==> config.mk <==
export PLATFORM = sky130hd
export DESIGN_NAME = sample_byte_serializer
export DESIGN_NICKNAME = d
export VERILOG_FILES = /design/src/rtl/sample_byte_serializer.sv
export SDC_FILE = /design/constraint.sdc
export NUM_CORES = 1
export LEC_CHECK = 0
export CAP_MARGIN = 15
export CORE_MARGIN = 3
export CORE_UTILIZATION = 50
export CTS_BUF_LIST = sky130_fd_sc_hd__clkbuf_8
export DETAILED_ROUTE_END_ITERATION = 6
export GPL_TIMING_DRIVEN = 0
export PLACE_DENSITY = 0.77
export SYNTH_ARGS = -nofsm -noshare
export SYNTH_HDL_FRONTEND = slang
export SYNTH_SLANG_ARGS = --single-unit
export TNS_END_PERCENT = 20
==> constraint.sdc <==
create_clock -name clk -period 2.2 [get_ports clk]
set_input_delay 0.22 -clock clk [delete_from_list [all_inputs] [get_ports clk]]
set_output_delay 0.22 -clock clk [all_outputs]
set_load 0.01 [all_outputs]
==> src/rtl/sample_byte_serializer.sv <==
// ---------------------------------------------------------------------------
// sample_byte_serializer
//
// Purpose:
//   Bridges the show-ahead sample FIFO read side to the FX2 byte interface,
//   running entirely in the fx2_clk domain. Each popped SAMPLE_WIDTH-bit
//   timetag record is sent as NBYTES bytes, least-significant byte first,
//   over a ready/ack handshake. A new record can be popped on the same edge
//   that the final byte of the previous one is accepted, so back-to-back
//   records stream with data_rdy held continuously high.
//
// Optional feature:
//   SERIALIZER_CHECKSUM_EN - when defined, every record is followed by one
//   extra byte holding the XOR of its NBYTES data bytes.
//
// Ports:
//   clk         byte-side clock (fx2_clk)
//   reset_n     asynchronous active-low reset
//   sample_rdy  FIFO non-empty; sample is valid while high
//   sample      FIFO head word
//   sample_ack  one-cycle pop strobe to the FIFO rdreq
//   data_rdy    current byte valid toward the host interface
//   data        current byte
//   data_ack    host accepted the current byte
//   busy        a record is in flight
// ---------------------------------------------------------------------------
module sample_byte_serializer #(
    parameter int SAMPLE_WIDTH = 48,
    parameter int NBYTES       = SAMPLE_WIDTH / 8
) (
    input  logic                    clk,
    input  logic                    reset_n,
    input  logic                    sample_rdy,
    input  logic [SAMPLE_WIDTH-1:0] sample,
    output logic                    sample_ack,
    output logic                    data_rdy,
    output logic [7:0]              data,
    input  logic                    data_ack,
    output logic                    busy
);

`ifdef SERIALIZER_CHECKSUM_EN
    localparam int LAST_BYTE = NBYTES;
`else
    localparam int LAST_BYTE = NBYTES - 1;
`endif
    localparam int IDX_W = (LAST_BYTE > 0) ? $clog2(LAST_BYTE + 1) : 1;
    localparam logic [IDX_W-1:0] LAST_IDX = IDX_W'(LAST_BYTE);

    typedef enum logic {
        IDLE,
        SEND
    } state_t;

    state_t                  state_q;
    state_t                  state_d;
    logic [SAMPLE_WIDTH-1:0] shreg_q;
    logic [SAMPLE_WIDTH-1:0] shreg_d;
    logic [IDX_W-1:0]        idx_q;
    logic [IDX_W-1:0]        idx_d;
    logic                    pop;
    logic                    xfer;

`ifdef SERIALIZER_CHECKSUM_EN
    localparam logic [IDX_W-1:0] CSUM_IDX = IDX_W'(NBYTES);
    logic [7:0] csum_q;
    logic [7:0] csum_d;
`endif

    // A byte moves whenever the host acknowledges while we are presenting
    // one; an ack seen in IDLE has no effect because xfer stays low.
    assign xfer     = (state_q == SEND) && data_ack;
    assign data_rdy = (state_q == SEND);
    assign busy     = (state_q == SEND);

    // The pop strobe is gated by reset_n so the FIFO is never drained while
    // the block is held in reset, even though sample_rdy may be high.
    assign sample_ack = pop && reset_n;

    // The checksum byte is presented once all data bytes have gone out; the
    // shift register is left untouched on the final transfer so data keeps
    // showing the last byte while idle.
`ifdef SERIALIZER_CHECKSUM_EN
    assign data = (idx_q == CSUM_IDX) ? csum_q : shreg_q[7:0];
`else
    assign data = shreg_q[7:0];
`endif

    // State register, shift register and byte index. Everything returns to
    // zero asynchronously so data_rdy drops the moment reset_n goes low and
    // any partially sent record is simply forgotten.
    always_ff @(posedge clk or negedge reset_n) begin
        if (!reset_n) begin
            state_q <= IDLE;
            shreg_q <= '0;
            idx_q   <= '0;
`ifdef SERIALIZER_CHECKSUM_EN
            csum_q  <= '0;
`endif
        end else begin
            state_q <= state_d;
            shreg_q <= shreg_d;
            idx_q   <= idx_d;
`ifdef SERIALIZER_CHECKSUM_EN
            csum_q  <= csum_d;
`endif
        end
    end

    // Next-state logic. A record is captured either from IDLE as soon as the
    // FIFO shows data, or on the edge that accepts the final byte of the
    // current record, which is what keeps back-to-back records gap-free.
    // Intermediate transfers shift the next byte down into bits [7:0].
    always_comb begin
        state_d = state_q;
        shreg_d = shreg_q;
        idx_d   = idx_q;
        pop     = 1'b0;
`ifdef SERIALIZER_CHECKSUM_EN
        csum_d  = csum_q;
`endif
        unique case (state_q)
            IDLE: begin
                if (sample_rdy) begin
                    pop     = 1'b1;
                    shreg_d = sample;
                    idx_d   = '0;
                    state_d = SEND;
`ifdef SERIALIZER_CHECKSUM_EN
                    csum_d  = '0;
`endif
                end
            end
            SEND: begin
                if (xfer) begin
                    if (idx_q == LAST_IDX) begin
                        if (sample_rdy) begin
                            pop     = 1'b1;
                            shreg_d = sample;
                            idx_d   = '0;
`ifdef SERIALIZER_CHECKSUM_EN
                            csum_d  = '0;
`endif
                        end else begin
                            state_d = IDLE;
                        end
                    end else begin
                        shreg_d = shreg_q >> 8;
                        idx_d   = idx_q + IDX_W'(1);
`ifdef SERIALIZER_CHECKSUM_EN
                        csum_d  = csum_q ^ shreg_q[7:0];
`endif
                    end
                end
            end
        endcase
    end

endmodule
### Word level (Yosys, flattened, before mapping)

Index checks and enable logic that the tools add are counted.

* register bits: 52
* bits of input ports: 52

* add/subtract/negate cells: 1
* equal/unequal tests: 2
* muxes and demuxes: 15
* bitwise gates (word level): 1
* reduce and logical (&&, ||, !) cells: 2

Operator list (number)
* two-way mux 48 bit: 3
* one-hot mux 48 bit (2 select lines): 1
* two-way mux 3 bit: 3
* one-hot mux 3 bit (2 select lines): 1
* two-way mux 1 bit: 5
* one-hot mux 1 bit (2 select lines): 2
* adder 3 x 1 -> 3 bit (second input constant): 1
* == test 3 bit (second input constant): 1
* logical AND 1 bit: 2
* != test 2 x 1 -> 1 bit (second input constant): 1
* inverter 1 bit: 1

### Depth between registers and ports, before layout

Gate-level depths: netlist (run 1).

* depth after elaboration: 5
* gate-level depth with buffers: 7

### Worst setup path before layout (run 1)

Ideal clock, no wire load.

* kind: flip-flop to output port
* start: register idx_q[1]
* end: output port sample_ack
* data arrival time: 1364 ps
* required time: 1980 ps
* setup slack: 616 ps
* cell stages (with the launch flop): 6
* cell sequence: dfrtp_1 -> inv_1 -> ha_1 -> nand3_1 -> a21boi_1 -> and2_1

* cells in the longest elaborated chain, start to end: 5

RTL lines
* from (decl): line 59 `logic [IDX_W-1:0] idx_q;`
* from (signal assigned): line 103 `idx_q <= idx_d;`
* == test 3 bit: line 136 `if (idx_q == LAST_IDX) begin`
* two-way mux 1 bit: line 136
* two-way mux 1 bit: line 135 `if (xfer) begin`
* one-hot mux 1 bit (2 select lines): line 122 `unique case (state_q)`
* logical AND 1 bit: line 78 `assign sample_ack = pop && reset_n;`
* to (decl): line 35 `output logic sample_ack,`

No other way between the ends.

### Worst setup path in the final report (run 1)

Same ends and word-level chain as after synthesis.

==> results of run 1 <==
==> where the power goes <==
group | internal (mW) | switching (mW) | total [mW]
Clock | 0.402 | 0.313 | 0.714
Sequential | 1.36 | 0.226 | 1.59
Combinational | 0.921 | 0.578 | 1.50
==> routing by layer <==
layer  track usage (%)  up-vias  share of wire (%)
li1                  -      880                  -
met2             34.31       60                 46
met5                 0        -                  0
met1             28.45      897                 47
met3             5.556        5                6.2
met4             4.891        0                1.1
==> synthesized netlist by cell type, drive strengths merged <==
cell type  number  area (µm²)
dfrtp          52        1301
nand3b         40       300.3
o221a          40       450.4
buf            16       140.1
clkbuf         12       45.04
a22o            8       70.07
nand2           3       11.26
a21oi           2       10.01
and2            2       12.51
ha              2       25.02
o21ai           2       10.00
a21bo           1       10.01
a21boi          1       7.510
a21o            1       7.510
a2bb2oi         1       8.760
inv             1       3.750
mux2            1       15.01
mux2i           1       10.01
nand3           1       5.000
nor2b           1       6.260
o21a            1       7.510
o22ai           1       6.260
==> per-stage QoR <==
step                      setup TNS [ns]  area, µm²  total power [mW]
after global placement            -35.28       3166             3.040
after CTS                              0       3341             3.815
after global routing                   0       3346             4.053
final                                  0       3346             3.803
after detailed placement         -0.2483       3181             3.091
after floorplan                        0       2464             2.573
==> worst max path at each step <==
stage                               to  slack (ns)
3_5_place_dp                sample_ack       -0.25
4_1_cts                     sample_ack        0.01
2_1_floorplan               sample_ack        0.62
6_report                    sample_ack        0.41
5_1_grt        shreg_q[40]$_DFFE_PN0P_        0.29
3_3_place_gp                sample_ack       -1.29
==> area by class of cell <==
cell class,instances,area [µm²]
sequential,52,1301
fill,358,1219
multi-input combinational,109,992.2
timing repair buffer,65,655.6
buffer,28,185.2
clock buffer,7,96.34
tap,65,81.33
clock inverter,1,30.03
inverter,1,3.754
==> cells by family (layout without fill, tap and decap cells) <==
logic type | count (synthesis) | after routing | share of synthesized area, %
compound gates | 58 | 58 | 23.87
fa+ha+maj | 2 | 2 | 1.016
buf+inv | 29 | 102 | 7.668
flops | 52 | 52 | 52.82
mux | 2 | 2 | 1.016
simple gates | 47 | 47 | 13.61
==> layout by cell type (no fill, tap or decap) <==
cell	netlist	routed
clkbuf_1	12	12
o221a_2	2	2
a21boi_4	0	1
nand3_2	0	1
a22o_1	8	8
o22ai_1	1	1
a21oi_1	2	2
mux2i_1	1	1
buf_4	9	10
dlygate4sd3_1	0	1
ha_2	0	1
o221a_1	38	38
buf_12	0	1
o21ai_1	1	1
clkbuf_8	0	7
a2bb2oi_1	1	1
clkdlybuf4s50_1	0	60
nor2b_1	1	1
and2_1	2	2
dfrtp_1	52	52
inv_1	1	1
buf_6	6	6
buf_2	1	2
a21bo_2	1	1
ha_1	2	1
mux2_4	1	1
nand2_1	3	3
a21o_1	1	1
o21ai_0	1	1
bufinv_16	0	1
nand3b_1	40	40
dlymetal6s2s_1	0	1
o21a_1	1	1
==> state kept, by name, summed over array words and instances (netlist names) <==
register / flops
idx_q: 3
busy: 1
shreg_q: 48
==> repair_timing <==
action	4_1_cts	5_1_grt
buffers inserted	1	0
endpoints found under the setup margin	1	1
hold buffers	1	0
resized for setup	3	2
gates cloned	0	0
hold endpoints to repair	13	0
pin swaps	1	0
==> flow_summary.yaml, run 1 <==
timing:
  whs_ns: 0.3451
  min_period_over_period_pct: 81.19
  slew_viol_final: 0
  worst_slack_ns: 0.4139
  setup_viol: 0
  rsz0062_at_grt: "false"
  worst_pin_slew_ns: 0.6144
  maxClockFrequency_ghz: 0.5599
  fin_skew_ns: 0.006082
  finalHoldViolations: 0
  relSlewSlack_pct: 58.76
  fin_crit_ns: 1.786
detailed_routing:
  viasPerCell: 5.616
  drt.antenna.violating_nets: 0
  drt-pass1-iter-count: 4
  drtIter0Drc: 123
  wl_um: 5594
  drc: 0
  wl_per_cell_um: 17.05
  num_vias: 1842
worst_setup_path:
  arrival_ns: 1.57
  criticalPathCategory: "reg -> out"
  path_depth: 6
  crit_path_end_kind: "output port"
  r2r-start: "idx_q[1]$_DFFE_PN0P_"
  path_delay_family: "flip-flops"
  cp.required_ns: 1.98
  startpoint: "idx_q[1]$_DFFE_PN0P_"
  critPathBufInv: 2
  reg2reg_slack_ns: 0.41
  cp_max_fo: 4
  r2r_end: "shreg_q[1]$_DFFE_PN0P_"
  crit_chain: "inv_1 > ha_2 > nand3_2 > a21boi_4 > and2_1 > dlymetal6s2s_1"
  r2r_cells: 6
  max_stage_delay_ns: 0.39
  cpMaxStageDelayCell: "dfrtp_1"
  startpoint_type: "flop"
global_route:
  grt_pass1_wl_um: 9804
  grt_overflow: 0
  grt_use_total_pct: 21.10
  grt_max_degree: 40
  antenna_found_initial: 0
  grt_pass1_vias: 1918
die:
  initial_core_util_pct: 53.97
  num_rows: 24
  pin_count: 63
  fp.dieW_um: 76.20
  dieArea_mm2: 0.005806
  fp.dieH_um: 76.20
  coreArea_mm2: 0.004564
synth:
  syn_nets: 244
  syn-instance-count: 190
  yosys_warnings: 0
  synth_cell_types: 26
  netlist_area_mm2: 0.002464
  syn_avg_cell_area_um2: 12.97
  yosysSeqAreaShare_pct: 52.82
  synth-seq-cells: 52
cells_and_area:
  fin_util_pct: 73.30
  final_net_count: 316
  layoutNonFillerInstCount: 328
  syn2layout_area_growth_pct: 35.81
  antennaDiodeCount: 0
  drive_gt1_share_pct: 12.93
run:
  cap_viol_max_count: 0
clock_tree:
  clock_sinks: 52
  numCtsBuffers: 5
  cts_root_buf: "clkbuf_8"
  cts_tree: "built"
  clk_pin_slew_ns: 0.09
  htreeDepth: 2
  insertion_delay_ns: 0.31
  cts_buffer_depth: 2
status:
  status: "finished, final reports clean"
placed_design:
  dp_hpwl_um: 4066
  gp_congestion: 0.7542
  port_buffers: 62
  pre_cts_slack_ns: -0.2483
  place_inst: 318
power_and_ir_drop:
  p_per_area_mw_per_mm2: 1137
  leakage_nw: 1.319
  vdd_drop_max_v: 0.0006795
worst_hold_path:
  worstHoldPathType: "in -> async"
(Power assumes the default switching activity.)
==> run 2, diff against run 1 <==
==> constraint.sdc (replaced) <==
create_clock -name clk -period 1.8 [get_ports clk]
set_input_delay 0.18 -clock clk [delete_from_list [all_inputs] [get_ports clk]]
set_output_delay 0.18 -clock clk [all_outputs]
set_load 0.01 [all_outputs]
==> flow_summary.yaml, run 2 (synthesis gave the netlist of run 1 again) <==
status:
  status: "finished, final reports clean"
global_route:
  grt_max_degree: 40
  grt_pass1_vias: 1928
  grt_use_total_pct: 21.18
  grt_overflow: 0
  grt_pass1_wl_um: 9846
  antenna_found_initial: 0
cells_and_area:
  drive_gt1_share_pct: 14.83
  syn2layout_area_growth_pct: 36.26
  final_common_cell: "clkdlybuf4s50_1"
  final_cell_mix: "60 x clkdlybuf4s50_1, 52 x dfrtp_1, 40 x nand3b_1"
  fin_util_pct: 73.55
  final_net_count: 316
  top_register: "shreg_q"
  antennaDiodeCount: 0
  largest_reg_flops: 48
power_and_ir_drop:
  swShare_pct: 29.46
  vdd_drop_max_v: 0.0008359
  p_comb_share_pct: 39.7
  leakage_nw: 1.310
  power.switching_mw: 1.380
  p_per_area_mw_per_mm2: 1395
  internal-power_mw: 3.304
  p_seq_share_pct: 41.7
  p_clk_share_pct: 18.6
placed_design:
  port_buffers: 62
  gp_congestion: 0.7542
  dp_hpwl_um: 4066
clock_tree:
  insertion_delay_ns: 0.31
  numCtsBuffers: 5
  htreeDepth: 2
  cts_root_buf: "clkbuf_8"
  clk_pin_slew_ns: 0.09
  cts_buffer_depth: 2
  clock_sinks: 52
  cts_tree: "built"
die:
  fp.dieH_um: 76.20
  initial_core_util_pct: 53.97
  fp.dieW_um: 76.20
  coreArea_mm2: 0.004564
  num_rows: 24
  dieArea_mm2: 0.005806
  pin_count: 63
timing:
  finalHoldViolations: 0
  min_period_over_period_pct: 96.41
  maxClockFrequency_ghz: 0.5762
  rsz0062_at_grt: "true"
  fin_skew_ns: 0.004950
  tns_ns: 0
  setup_viol: 0
  slew_viol_final: 0
  worst_pin_slew_ns: 0.5294
  fin_crit_ns: 1.735
  relSlewSlack_pct: 64.71
  whs_ns: 0.3069
detailed_routing:
  num_vias: 1850
  wl_um: 5603
  drtIter0Drc: 125
  drt-pass1-iter-count: 4
  viasPerCell: 5.640
  drc: 0
  drt.antenna.violating_nets: 0
  wl_per_cell_um: 17.08
worst_setup_path:
  crit_path_end_kind: "flop"
  reg2reg_slack_ns: 0.06
  cp_max_fo: 10
  arrival_ns: 1.93
  criticalPathCategory: "reg -> reg"
  cp.required_ns: 2.00
  startpoint_type: "flop"
run:
  cap_viol_max_count: 0
worst_hold_path:
  worstHoldPathType: "in -> async"
[run 2: worst max-delay path, cell delays in order (launching register included)]
cell and delay, ns:
dfrtp_1 0.39, inv_1 0.11, ha_4 0.17, nand3_2 0.13
a21bo_2 0.27, buf_1 0.23, o221a_2 0.33
[run 2: through the flow]
| stage | total power, mW | setup WS, ns | instance area (µm²) | std cells |
|---|---|---|---|---|
| after floorplan | 3.145 | 0.2560 | 2464 | 190 |
| after global placement | 3.715 | -1.606 | 3166 | 317 |
| after detailed placement | 3.778 | -0.5683 | 3181 | 318 |
| after CTS | 4.693 | 0.007187 | 3353 | 328 |
| after global routing | 4.993 | -0.03681 | 3357 | 328 |
| final | 4.684 | 0.06457 | 3357 | 328 |
[run 2: final timing paths]
check / startpoint / endpoint / cells past startpoint
hold reg to reg: shreg_q[45]$_DFFE_PN0P_ / shreg_q[45]$_DFFE_PN0P_ / 1
setup reg to reg: idx_q[1]$_DFFE_PN0P_ / shreg_q[22]$_DFFE_PN0P_ / 6
hold / removal: reset_n / shreg_q[7]$_DFFE_PN0P_ / 2
min in group clk: sample[46] / shreg_q[46]$_DFFE_PN0P_ / 2
setup / recovery: idx_q[1]$_DFFE_PN0P_ / shreg_q[22]$_DFFE_PN0P_ / 6
max in group asynchronous: reset_n / shreg_q[32]$_DFFE_PN0P_ / 3
[run 2: power groups by stage]
stage	clock [mW]	sequential [mW]	combinational, mW
after detailed placement	0	1.96	1.81
after global placement	0	1.95	1.77
after global routing	0.928	2.02	2.04
after CTS	0.882	1.95	1.86
after floorplan	0	1.87	1.28
final	0.869	1.95	1.86
[run 2: repair_timing]
item	CTS	global route
gates resized for setup	7	8
endpoints found under the hold margin	13	0
setup endpoints to repair	11	33
buffers inserted	1	0
hold buffers	1	0
pin swaps	1	0
[run 2: final cells by class]
cell class	count	area [µm²]
clock inverter	1	30.03
sequential	52	1301
timing repair buffer	65	648.1
clock buffer	7	96.34
tap	65	81.33
multi-input combinational	109	1008
inverter	1	3.754
fill	357	1207
buffer	28	187.7
[run 2: routing by layer]
layer  vias to the layer above  GRT usage, %  share of wire [%]
li1                        881             -                  -
met1                       906         28.53                 47
met2                        58         34.49                 47
met3                         5         5.556                5.7
met4                         0         4.891                1.1
met5                         -             0                  0
